File: config.mk
export PLATFORM = sky130hd
export DESIGN_NAME = led_fader
export DESIGN_NICKNAME = d
export VERILOG_FILES = /design/src/rtl/led_fader.sv
export SDC_FILE = /design/constraint.sdc
export NUM_CORES = 1
export LEC_CHECK = 0
export ABC_AREA = 1
export BUFFER_PORTS_ARGS = -buffer_cell sky130_fd_sc_hd__clkbuf_2
export CAP_MARGIN = 20
export CELL_PAD_IN_SITES_DETAIL_PLACEMENT = 2
export CELL_PAD_IN_SITES_GLOBAL_PLACEMENT = 2
export CORE_UTILIZATION = 39
export CTS_BUF_LIST = sky130_fd_sc_hd__clkbuf_4
export CTS_CLUSTER_DIAMETER = 200
export DETAILED_ROUTE_END_ITERATION = 10
export HOLD_SLACK_MARGIN = 0.06
export PLACE_DENSITY = 0.93
export SLEW_MARGIN = 20
export SYNTH_ARGS = -nofsm -noshare
export SYNTH_HDL_FRONTEND = slang
export SYNTH_SLANG_ARGS = --single-unit
export TNS_END_PERCENT = 100
File: constraint.sdc
create_clock -name sys_clk -period 4.35 [get_ports sys_clk]
set_input_delay 0 -clock sys_clk [delete_from_list [all_inputs] [get_ports sys_clk]]
set_output_delay 0 -clock sys_clk [all_outputs]
set_load 0.005 [all_outputs]
File: src/rtl/led_fader.sv
// ----------------------------------------------------------------------------
// led_fader
// Turns a per-LED on/off pattern into PWM drive for the LED pads. Each LED
// ramps its brightness linearly between dark and fully lit instead of
// switching hard, so pattern changes fade in and out.
//
// Timebases:
//   pre_cnt  : divides sys_clk by PWM_DIV, one pwm_tick per wrap
//   pwm_cnt  : PWM_BITS sawtooth advanced by pwm_tick, compared with level
//   fade_cnt : divides sys_clk by FADE_DIV, one fade_tick per brightness step
// All three run freely from reset and are never restarted by pattern changes.
//
// Per LED there is a small OFF/RISE/ON/FALL state machine plus a brightness
// level. The level only moves on fade_tick. A direction change always wins
// over a level step in the same cycle, so a reversal mid-ramp continues from
// the current brightness without a jump.
// ----------------------------------------------------------------------------
module led_fader #(
    parameter int NUM_LED    = 6,
    parameter int PWM_BITS   = 8,
    parameter int PWM_DIV    = 4,
    parameter int FADE_DIV   = 26470,
    parameter bit ACTIVE_LOW = 1'b1
) (
    input  logic               sys_clk,
    input  logic               sys_rst,
    input  logic [NUM_LED-1:0] pattern,
    output logic [NUM_LED-1:0] led_out,
    output logic               busy
);

    // ------------------------------------------------------------------
    // Derived constants
    // ------------------------------------------------------------------
    // A divide-by-one counter still needs a 1-bit register to stay legal.
    localparam int PRE_W  = (PWM_DIV  > 1) ? $clog2(PWM_DIV)  : 1;
    localparam int FADE_W = (FADE_DIV > 1) ? $clog2(FADE_DIV) : 1;

    localparam logic [PRE_W-1:0]    PRE_LAST  = PRE_W'(PWM_DIV - 1);
    localparam logic [FADE_W-1:0]   FADE_LAST = FADE_W'(FADE_DIV - 1);
    localparam logic [PWM_BITS-1:0] LVL_MAX   = {PWM_BITS{1'b1}};
    localparam logic [PWM_BITS-1:0] LVL_ZERO  = '0;
    localparam logic [PWM_BITS-1:0] LVL_ONE   = PWM_BITS'(1);
    localparam logic [PWM_BITS-1:0] LVL_NEAR  = LVL_MAX - LVL_ONE;

    // Pad level that leaves every LED dark.
    localparam logic [NUM_LED-1:0]  LED_DARK  = ACTIVE_LOW ? {NUM_LED{1'b1}}
                                                           : {NUM_LED{1'b0}};

    typedef enum logic [1:0] {
        ST_OFF  = 2'd0,
        ST_RISE = 2'd1,
        ST_ON   = 2'd2,
        ST_FALL = 2'd3
    } led_state_t;

    // ------------------------------------------------------------------
    // Timebase registers
    // ------------------------------------------------------------------
    logic [PRE_W-1:0]    pre_cnt_q,  pre_cnt_d;
    logic [PWM_BITS-1:0] pwm_cnt_q,  pwm_cnt_d;
    logic [FADE_W-1:0]   fade_cnt_q, fade_cnt_d;
    logic                pwm_tick;
    logic                fade_tick;

    assign pwm_tick  = (pre_cnt_q  == PRE_LAST);
    assign fade_tick = (fade_cnt_q == FADE_LAST);

    // Next-state of the free-running prescaler, PWM sawtooth and fade divider.
    always_comb begin
        pre_cnt_d  = pre_cnt_q;
        pwm_cnt_d  = pwm_cnt_q;
        fade_cnt_d = fade_cnt_q;

        if (pwm_tick) begin
            pre_cnt_d = '0;
            // The sawtooth wraps MAX -> 0 by natural overflow.
            pwm_cnt_d = pwm_cnt_q + LVL_ONE;
        end else begin
            pre_cnt_d = pre_cnt_q + PRE_W'(1);
        end

        if (fade_tick) begin
            fade_cnt_d = '0;
        end else begin
            fade_cnt_d = fade_cnt_q + FADE_W'(1);
        end
    end

    // Timebase register stage; reset realigns every divider to zero.
    always_ff @(posedge sys_clk) begin
        if (sys_rst) begin
            pre_cnt_q  <= '0;
            pwm_cnt_q  <= '0;
            fade_cnt_q <= '0;
        end else begin
            pre_cnt_q  <= pre_cnt_d;
            pwm_cnt_q  <= pwm_cnt_d;
            fade_cnt_q <= fade_cnt_d;
        end
    end

    // ------------------------------------------------------------------
    // Per-LED fade state machines
    // ------------------------------------------------------------------
    logic [NUM_LED-1:0] lit;      // combinational PWM compare result
    logic [NUM_LED-1:0] moving;   // LED currently ramping

    genvar gi;
    generate
        for (gi = 0; gi < NUM_LED; gi++) begin : g_led
            led_state_t          state_q, state_d;
            logic [PWM_BITS-1:0] level_q, level_d;

            // State and brightness register for this LED.
            always_ff @(posedge sys_clk) begin
                if (sys_rst) begin
                    state_q <= ST_OFF;
                    level_q <= '0;
                end else begin
                    state_q <= state_d;
                    level_q <= level_d;
                end
            end

            // Next state / next level. A pattern reversal takes priority
            // over a fade step, so the level holds on the reversal cycle.
            always_comb begin
                state_d = state_q;
                level_d = level_q;

                unique case (state_q)
                    ST_OFF: begin
                        if (pattern[gi]) begin
                            state_d = ST_RISE;
                        end
                    end

                    ST_RISE: begin
                        if (!pattern[gi]) begin
                            state_d = ST_FALL;
                        end else if (fade_tick) begin
                            // A reversal from FALL may leave RISE sitting at
                            // MAX already; the step then saturates there.
                            if ((level_q == LVL_NEAR) || (level_q == LVL_MAX)) begin
                                level_d = LVL_MAX;
                                state_d = ST_ON;
                            end else begin
                                level_d = level_q + LVL_ONE;
                            end
                        end
                    end

                    ST_ON: begin
                        if (!pattern[gi]) begin
                            state_d = ST_FALL;
                        end
                    end

                    ST_FALL: begin
                        if (pattern[gi]) begin
                            state_d = ST_RISE;
                        end else if (fade_tick) begin
                            // Mirror of RISE: a short OFF->RISE->FALL blip can
                            // leave FALL at level 0, which must not underflow.
                            if ((level_q == LVL_ONE) || (level_q == LVL_ZERO)) begin
                                level_d = LVL_ZERO;
                                state_d = ST_OFF;
                            end else begin
                                level_d = level_q - LVL_ONE;
                            end
                        end
                    end

                    default: begin
                        state_d = ST_OFF;
                        level_d = '0;
                    end
                endcase
            end

            // MAX is forced fully on; otherwise duty is level / 2**PWM_BITS.
            assign lit[gi]    = (level_q == LVL_MAX) | (pwm_cnt_q < level_q);
            assign moving[gi] = (state_q == ST_RISE) | (state_q == ST_FALL);
        end
    endgenerate

    // ------------------------------------------------------------------
    // Output registers
    // ------------------------------------------------------------------
    logic [NUM_LED-1:0] led_out_q, led_out_d;
    logic               busy_q,    busy_d;

    // Pad polarity and activity summary feeding the output registers.
    always_comb begin
        led_out_d = ACTIVE_LOW ? ~lit : lit;
        busy_d    = |moving;
    end

    // Registered pad drive and busy flag; both show dark/idle after reset.
    always_ff @(posedge sys_clk) begin
        if (sys_rst) begin
            led_out_q <= LED_DARK;
            busy_q    <= 1'b0;
        end else begin
            led_out_q <= led_out_d;
            busy_q    <= busy_d;
        end
    end

    assign led_out = led_out_q;
    assign busy    = busy_q;

endmodule

==> results of run 1 <==
power by group:
part           internal (mW)  switching (mW)
logic                  0.259           0.553
registers              0.908          0.0631
clock network          0.139           0.415
total                   1.31            1.03
flip-flops by register name, indices dropped and copies added, names as in the netlist:
register / cells
g_led.state_q: 12
g_led.level_q: 48
pre_cnt_q: 2
busy: 1
led_out: 6
pwm_cnt_q: 8
fade_cnt_q: 15
per-layer routing:
metal / vias up / global-route usage / part of all wire
li1: 4124 / - / -
met2: 138 / 0.564 / 0.52
met4: 0 / 0.110 / 0.027
met1: 4257 / 0.345 / 0.43
met3: 70 / 0.0294 / 0.023
met5: - / 0 / 0
logic make-up (layout without fill, tap and decap cells):
family	Yosys count	count (layout)	share of synthesized area
compound gates	181	181	0.115
xor+xnor	32	32	0.0346
fa+ha+maj	106	106	0.164
buf+inv	238	245	0.112
flops	92	92	0.227
other cells	0	1	0
simple gates	653	653	0.347
final timing paths:
path / end / startpoint / cells past startpoint
worst max-delay path: g_led[2].level_q[0] / fade_cnt_q[0] / 10
worst min-delay path: g_led[0].state_q[1] / pattern[0] / 7
worst max register to register: g_led[2].level_q[0] / fade_cnt_q[0] / 10
worst min register to register: pre_cnt_q[0] / pre_cnt_q[0] / 1
worst register-to-register path, stage by stage, from the launching register on:
cell	delay, ns
dfxtp_1	0.49
ha_1	0.18
nand2_1	0.05
clkinv_1	0.05
nand2_1	0.07
nor2_1	0.70
nand4_1	0.36
nor2_1	0.37
inv_1	0.13
nor2_1	0.15
nor2_1	0.06
layout make-up:
| class | count | area, um^2 |
|---|---|---|
| tap | 270 | 338 |
| sequential | 92 | 1840 |
| antenna | 1 | 2.50 |
| multi-input combinational | 972 | 5350 |
| clock inverter | 7 | 71.3 |
| inverter | 209 | 785 |
| fill | 2606 | 11700 |
| timing repair buffer | 20 | 128 |
| clock buffer | 9 | 67.6 |
cells in the final DEF (no fill, tap or decap), types with 5 or more instances in the layout:
master | synthesis | layout
nand2_1 | 285 | 285
xor2_1 | 28 | 28
clkbuf_4 | 0 | 9
o21ai_0 | 94 | 94
nand4_1 | 16 | 16
clkbuf_2 | 0 | 14
nand3_1 | 101 | 101
dlygate4sd3_1 | 0 | 5
a21oi_1 | 74 | 74
nor2_1 | 200 | 200
ha_1 | 106 | 106
nor3_4 | 5 | 5
or2_2 | 11 | 11
nor3_1 | 14 | 14
dfxtp_1 | 92 | 92
inv_1 | 204 | 204
==> impl_metrics.env, run 1 <==
export IMPL_cts_setup_buffers=0
export IMPL_endpoint_kind="register"
export IMPL_ios=15
export IMPL_fp_dieW_um=146
export IMPL_fin_tns_setup_ns=0
export IMPL_rows=52
export IMPL_coreArea_mm2=0.0203
export IMPL_worst_slack_ns=1.66
export IMPL_synthTopCellsByArea="dfxtp_1, ha_1, nand2_1"
export IMPL_ir_drop_mv=0.192
export IMPL_dpl_instance_area_mm2=0.00839
export IMPL_grt_max_degree=54
export IMPL_drc=0
export IMPL_hpwl_um=23700
export IMPL_slew_headroom=0.400
export IMPL_drive_gt1_frac=0.0474
export IMPL_final_area_mm2=0.00858
export IMPL_yosysMostFrequentCell="nand2_1"
export IMPL_grt_util_all_layers=0.299
export IMPL_finClkSkew_ns=0.0243
export IMPL_synth_ff_type="dfxtp_1"
export IMPL_vias=8589
export IMPL_syn_nets=1416
export IMPL_worstHoldPathType="in -> reg"
export IMPL_worst_setup_path_start_kind="register"
export IMPL_cts_resized=0
export IMPL_drtAntennaViolNets=0
export IMPL_fmax_mhz=372
export IMPL_arrival_ns=3.17
export IMPL_cpPeakStageDelay_ns=0.70
export IMPL_critical_path_top_delay_family="simple AND/OR/NAND/NOR gates"
export IMPL_final_util=0.423
export IMPL_finalMaxSlewViolations=0
export IMPL_synthDominantCellAreaShare=0.227
export IMPL_finalHoldViolations=0
export IMPL_routed_wl_um=31300
export IMPL_die_h_um=146
export IMPL_powerDensity_mw_per_mm2=272
export IMPL_worstPathRequired_ns=4.83
export IMPL_fin_cells=1580
export IMPL_status="complete, no violations"
export IMPL_cts_buffer_depth=2
export IMPL_synthArstFlopShare=0
export IMPL_yosys_register_bits=92
export IMPL_cts_sinks=92
export IMPL_grt_overflow=0
export IMPL_max_cap_violations=0
export IMPL_ys_top_cells_by_count="nand2_1, inv_1, nor2_1"
export IMPL_netlist_instances=1302
export IMPL_holdWs_ns=0.0588
export IMPL_antenna_found_initial=1
export IMPL_synth_edff_count=0
export IMPL_syn_avg_cell_area_um2=6.22
export IMPL_synth_area_mm2=0.00810
export IMPL_vias_per_cell=5.44
export IMPL_clk_latency_ns=0.55
export IMPL_wire_per_inst_um=19.8
export IMPL_cp_common_cell="nor2_1"
export IMPL_dieArea_mm2=0.0214
export IMPL_cts_tree="done"
export IMPL_power_total_mw=2.34
export IMPL_h_tree_depth=3
export IMPL_dr_pass1_iters=4
export IMPL_cts_buffers=9
export IMPL_cp_cell_sequence="ha_1 > nand2_1 > clkinv_1 > nand2_1 > nor2_1 > nand4_1 > nor2_1 > inv_1 > nor2_1 > nor2_1"
export IMPL_rsz0062_at_grt="no"
export IMPL_grt_pass1_vias=9765
export IMPL_cts_hold_fix_buffers=5
export IMPL_post_place_ws_ns=1.78
export IMPL_cellLeakagePower_nw=4.19
export IMPL_ys_types=36
export IMPL_cpMaxStageDelayCell="nor2_1"
export IMPL_drt_iter0_drc=248
export IMPL_synth_warnings=0
export IMPL_reg2reg_slack_ns=1.66
export IMPL_cp_max_fo=6
export IMPL_ys_seq_area_frac=0.227
export IMPL_fin_nets=1418
export IMPL_io_buffers=14
export IMPL_grt_pass1_wl_um=51000
export IMPL_setup_viol=0
export IMPL_syn2layout_area_growth_pct=5.93
export IMPL_worst_pin_slew_ns=0.896
export IMPL_gp_congestion=0.805
export IMPL_initial_core_util=0.399
export IMPL_path_class="reg -> reg"
export IMPL_clkSlewWorstSetupHoldPaths_ns=0.20
export IMPL_placed_cells_incl_taps=1558
export IMPL_critPathBufInv=2
export IMPL_fin_crit_sh=0.618
export IMPL_fin_crit_ns=2.69
export IMPL_clock_root_buffer="clkbuf_4"
export IMPL_synth_top_cell_by_area="dfxtp_1"
No activity file was read; power rests on OpenSTA's default activity.
==> run 2: changes to the inputs <==
- CORE_UTILIZATION: 39 -> 33
- PLACE_DENSITY: 0.93 -> 0.84
- clock period: 4.35 -> 2.4 ns (I/O delays scaled with it)
==> impl_metrics.env, run 2 (synthesized netlist as in run 1, its figures left out) <==
export IMPL_dieArea_mm2=0.0252
export IMPL_clock_root_buffer="clkbuf_4"
export IMPL_die_h_um=159
export IMPL_fin_crit_sh=0.887
export IMPL_swShare=0.421
export IMPL_post_place_ws_ns=0.329
export IMPL_cp_cell_sequence="nand2_1 > nor3_4 > nand4_1 > nor2_1 > inv_2 > nor2_1 > nor2_1"
export IMPL_finClkSkew_ns=0.0196
export IMPL_vias=8342
export IMPL_cp_common_cell="nor2_1"
export IMPL_fin_cells=1643
export IMPL_grt_busiest_layer="met2"
export IMPL_rsz0062_at_grt="no"
export IMPL_worst_slack_ns=0.271
export IMPL_cpMaxStageDelayCell="nor3_4"
export IMPL_dpl_instance_area_mm2=0.00855
export IMPL_cellLeakagePower_nw=4.26
export IMPL_routed_wl_um=27100
export IMPL_largest_register_ffs=48
export IMPL_final_util=0.368
export IMPL_endpoint_kind="register"
export IMPL_dr_pass1_iters=4
export IMPL_grt_max_degree=25
export IMPL_initial_core_util=0.341
export IMPL_placed_cells_incl_taps=1620
export IMPL_status="complete, no violations"
export IMPL_largest_register="g_led.level_q"
export IMPL_multi_input_comb_area_mm2=0.00535
export IMPL_final_common_cell="nand2_1"
export IMPL_clockPowerShare=0.227
export IMPL_powerDensity_mw_per_mm2=468
export IMPL_worst_setup_path_start_kind="register"
export IMPL_p_int_mw=2.37
export IMPL_cts_resized=0
export IMPL_grt_util_all_layers=0.227
export IMPL_drt_iter0_drc=305
export IMPL_grt_overflow=0
export IMPL_arrival_ns=2.54
export IMPL_worst_pin_slew_ns=0.645
export IMPL_seqCellArea_mm2=0.00184
export IMPL_cts_hold_fix_buffers=6
export IMPL_ir_drop_mv=0.315
export IMPL_rows=56
export IMPL_slew_headroom=0.567
export IMPL_finalMaxSlewViolations=0
export IMPL_cts_setup_buffers=0
export IMPL_wire_per_inst_um=16.5
export IMPL_met2_usage=0.422
export IMPL_grt_util_met3=0.0248
export IMPL_clk_latency_ns=0.51
export IMPL_cts_buffer_depth=2
export IMPL_setup_viol=0
export IMPL_cts_buffers=9
export IMPL_cp_max_fo=6
export IMPL_grt_pass1_vias=8948
export IMPL_syn2layout_area_growth_pct=7.95
export IMPL_fin_tns_setup_ns=0
export IMPL_drc=0
export IMPL_hpwl_um=21400
export IMPL_cts_tree="done"
export IMPL_final_area_mm2=0.00875
export IMPL_fmax_mhz=470
export IMPL_coreArea_mm2=0.0238
export IMPL_fin_nets=1432
export IMPL_top_regs="g_led.level_q: 48 flops, fade_cnt_q: 15 flops, g_led.state_q: 12 flops"
export IMPL_path_class="reg -> reg"
export IMPL_fp_dieW_um=159
export IMPL_vias_per_cell=5.08
export IMPL_drtAntennaViolNets=0
export IMPL_clkSlewWorstSetupHoldPaths_ns=0.19
export IMPL_cpPeakStageDelay_ns=0.50
export IMPL_combPwrFrac=0.347
export IMPL_final_cell_mix="nand2_1, inv_1, nor2_1"
export IMPL_drive_gt1_frac=0.0567
export IMPL_max_cap_violations=0
export IMPL_fin_crit_ns=2.13
export IMPL_worstPathRequired_ns=2.81
export IMPL_worstHoldPathType="in -> reg"
export IMPL_h_tree_depth=3
export IMPL_ios=15
export IMPL_cts_sinks=92
export IMPL_seq_power_share=0.426
export IMPL_grt_use_met1=0.276
export IMPL_gp_congestion=0.810
export IMPL_fillers=3007
export IMPL_switchingPower_mw=1.72
export IMPL_finalHoldViolations=0
export IMPL_antenna_found_initial=1
export IMPL_grt_pass1_wl_um=44900
export IMPL_io_buffers=14
==> run 2: cell types whose count changed in the layout (fill, tap and decap cells not counted), sizes merged <==
cell | previous run | this run
buf | 1 | 14
dlygate4sd3 | 5 | 6
clkinv | 3 | 6
inv | 213 | 210
==> run 2: path summary, 6_finish.rpt <==
kind,startpoint,to,slack [ns],cells after the start
max reg2reg,fade_cnt_q[10],g_led[1].level_q[0],0.27,7
min,pattern[3],g_led[3].state_q[1],0.12,6
min reg2reg,pre_cnt_q[0],pre_cnt_q[0],0.44,1
max,fade_cnt_q[10],g_led[1].level_q[0],0.27,7
==> run 2: worst max-delay path: cells and delay by family, from the launching register on <==
| kind | cells | cell delay (ns) |
|---|---|---|
| buffers and inverters | 1 | 0.09 |
| DFF | 1 | 0.44 |
| and+or+nand+nor | 6 | 1.49 |
==> run 2: per-stage QoR <==
stage | power [mW] | hold slack, ns
6_report | 4.09 | 0.115
5_1_grt | 4.42 | 0.122
4_1_cts | 4.17 | 0.0697
3_5_place_dp | 3.19 | 0.375
3_3_place_gp | 3.09 | 0.373
2_1_floorplan | 2.75 | 0.284
==> run 2: routing by layer <==
layer	wire (um)	share of wire
met3	337	0.012
met5	0	0
met4	399	0.015
met1	12700	0.47
met2	13700	0.51
==> run 2: area by class of cell <==
class	count	share of cell area
Multi-Input combinational cell	972	0.612
Sequential cell	92	0.211
Inverter	209	0.0897
Tap cell	319	0.0456
Timing Repair Buffer	34	0.0269
Clock buffer	9	0.00773
Clock inverter	7	0.00758
Antenna cell	1	0.000286
==> run 2: power groups by stage <==
stage	Sequential (mW)	Combinational, mW	Clock, mW
2_1_floorplan	1.75	1.00	0
3_3_place_gp	1.77	1.33	0
3_5_place_dp	1.78	1.41	0
4_1_cts	1.75	1.45	0.978
5_1_grt	1.76	1.64	1.02
6_report	1.74	1.42	0.931
==> run 3: changes to the inputs <==
- GPL_ROUTABILITY_DRIVEN: not set -> 1
- RECOVER_POWER: not set -> 25
==> impl_metrics.env, run 3 (synthesized netlist as in run 1, its figures left out) <==
export IMPL_hpwl_um=21400
export IMPL_cp_common_cell="nor2_1"
export IMPL_cellLeakagePower_nw=4.23
export IMPL_fmax_mhz=468
export IMPL_swShare=0.422
export IMPL_cts_setup_buffers=0
export IMPL_finalMaxSlewViolations=0
export IMPL_syn2layout_area_growth_pct=7.75
export IMPL_clkSlewWorstSetupHoldPaths_ns=0.19
export IMPL_combPwrFrac=0.346
export IMPL_clk_latency_ns=0.51
export IMPL_worst_setup_path_start_kind="register"
export IMPL_cts_sinks=92
export IMPL_drive_gt1_frac=0.0499
export IMPL_final_common_cell="nand2_1"
export IMPL_cpMaxStageDelayCell="nor3_4"
export IMPL_grt_pass1_wl_um=44900
export IMPL_grt_pass1_vias=8948
export IMPL_gp_congestion=0.810
export IMPL_fin_crit_sh=0.890
export IMPL_fillers=3012
export IMPL_status="complete, no violations"
export IMPL_cp_max_fo=6
export IMPL_grt_overflow=0
export IMPL_cts_buffers=9
export IMPL_cts_tree="done"
export IMPL_reg2reg_slack_ns=0.26
export IMPL_rsz0062_at_grt="no"
export IMPL_worstPathRequired_ns=2.81
export IMPL_initial_core_util=0.341
export IMPL_vias=8342
export IMPL_top_regs="g_led.level_q: 48 flops, fade_cnt_q: 15 flops, g_led.state_q: 12 flops"
export IMPL_wire_per_inst_um=16.5
export IMPL_drc=0
export IMPL_dieArea_mm2=0.0252
export IMPL_endpoint_kind="register"
export IMPL_worstHoldPathType="in -> reg"
export IMPL_final_util=0.368
export IMPL_routed_wl_um=27200
export IMPL_io_buffers=14
export IMPL_clock_root_buffer="clkbuf_4"
export IMPL_arrival_ns=2.55
export IMPL_drtAntennaViolNets=0
export IMPL_max_cap_violations=0
export IMPL_fin_tns_setup_ns=0
export IMPL_ir_drop_mv=0.315
export IMPL_antenna_found_initial=1
export IMPL_h_tree_depth=3
export IMPL_ios=15
export IMPL_coreArea_mm2=0.0238
export IMPL_grt_util_all_layers=0.227
export IMPL_drt_iter0_drc=287
export IMPL_largest_register_ffs=48
export IMPL_rows=56
export IMPL_cts_buffer_depth=2
export IMPL_dr_pass1_iters=4
export IMPL_finClkSkew_ns=0.0181
export IMPL_largest_register="g_led.level_q"
export IMPL_final_cell_mix="nand2_1, inv_1, nor2_1"
export IMPL_die_h_um=159
export IMPL_path_class="reg -> reg"
export IMPL_cp_cell_sequence="nand2_1 > nor3_4 > nand4_1 > nor2_1 > inv_2 > nor2_1 > nor2_1"
export IMPL_slew_headroom=0.565
export IMPL_setup_viol=0
export IMPL_seq_power_share=0.426
export IMPL_clockPowerShare=0.228
export IMPL_finalHoldViolations=0
export IMPL_worst_pin_slew_ns=0.648
export IMPL_powerDensity_mw_per_mm2=469
export IMPL_vias_per_cell=5.08
export IMPL_fp_dieW_um=159
export IMPL_switchingPower_mw=1.72
export IMPL_grt_max_degree=25
export IMPL_fin_crit_ns=2.14
export IMPL_p_int_mw=2.37
export IMPL_fin_nets=1432
export IMPL_cpPeakStageDelay_ns=0.50
run 3: timing repair:
item / CTS / global route
hold buffers: 6 / 0
hold endpoints to repair: 16 / 0
resized for setup: 0 / 0
run 3: cell type report:
cell class	instances	area (um^2)	share of cell area
clock buffer	9	67.6	0.00774
tap	319	399	0.0457
multi-input combinational	972	5350	0.613
inverter	209	785	0.0899
sequential	92	1840	0.211
antenna	1	2.50	0.000287
timing repair buffer	34	219	0.0251
clock inverter	7	66.3	0.00760
run 3: critical path, delay by kind of cell, from the launching register on:
family / cells / cell delay (ns)
simple gates: 6 / 1.51
flops: 1 / 0.44
buf+inv: 1 / 0.09
run 3: worst paths after layout:
path	from	end	cells past startpoint
min	pattern[3]	g_led[3].state_q[1]	6
max reg2reg	fade_cnt_q[10]	g_led[1].level_q[0]	7
min reg2reg	pre_cnt_q[0]	pre_cnt_q[0]	1
max	fade_cnt_q[10]	g_led[1].level_q[0]	7
run 3: per-stage QoR:
stage | instance area [um^2] | instances | hold slack [ns] | worst slack [ns] | total power, mW
2_1_floorplan | 8100 | 1302 | 0.284 | 0.726 | 2.75
3_3_place_gp | 8550 | 1620 | 0.373 | 0.386 | 3.09
3_5_place_dp | 8550 | 1620 | 0.375 | 0.329 | 3.19
4_1_cts | 8740 | 1642 | 0.0697 | 0.243 | 4.17
5_1_grt | 8730 | 1643 | 0.122 | 0.00281 | 4.42
6_report | 8730 | 1643 | 0.115 | 0.264 | 4.09
run 3: per-layer routing:
metal / vias up / wire [um] / global-route usage
li1: 4159 / - / -
met2: 49 / 13700 / 0.422
met4: 0 / 399 / 0.0508
met5: - / 0 / 0
met3: 28 / 338 / 0.0248
met1: 4106 / 12700 / 0.276
run 3: power groups by stage:
stage,Combinational [mW],Clock [mW],Sequential (mW)
after floorplan,1.00,0,1.75
after global placement,1.33,0,1.77
after detailed placement,1.41,0,1.78
after CTS,1.45,0.978,1.75
after global routing,1.64,1.02,1.76
final,1.41,0.933,1.74
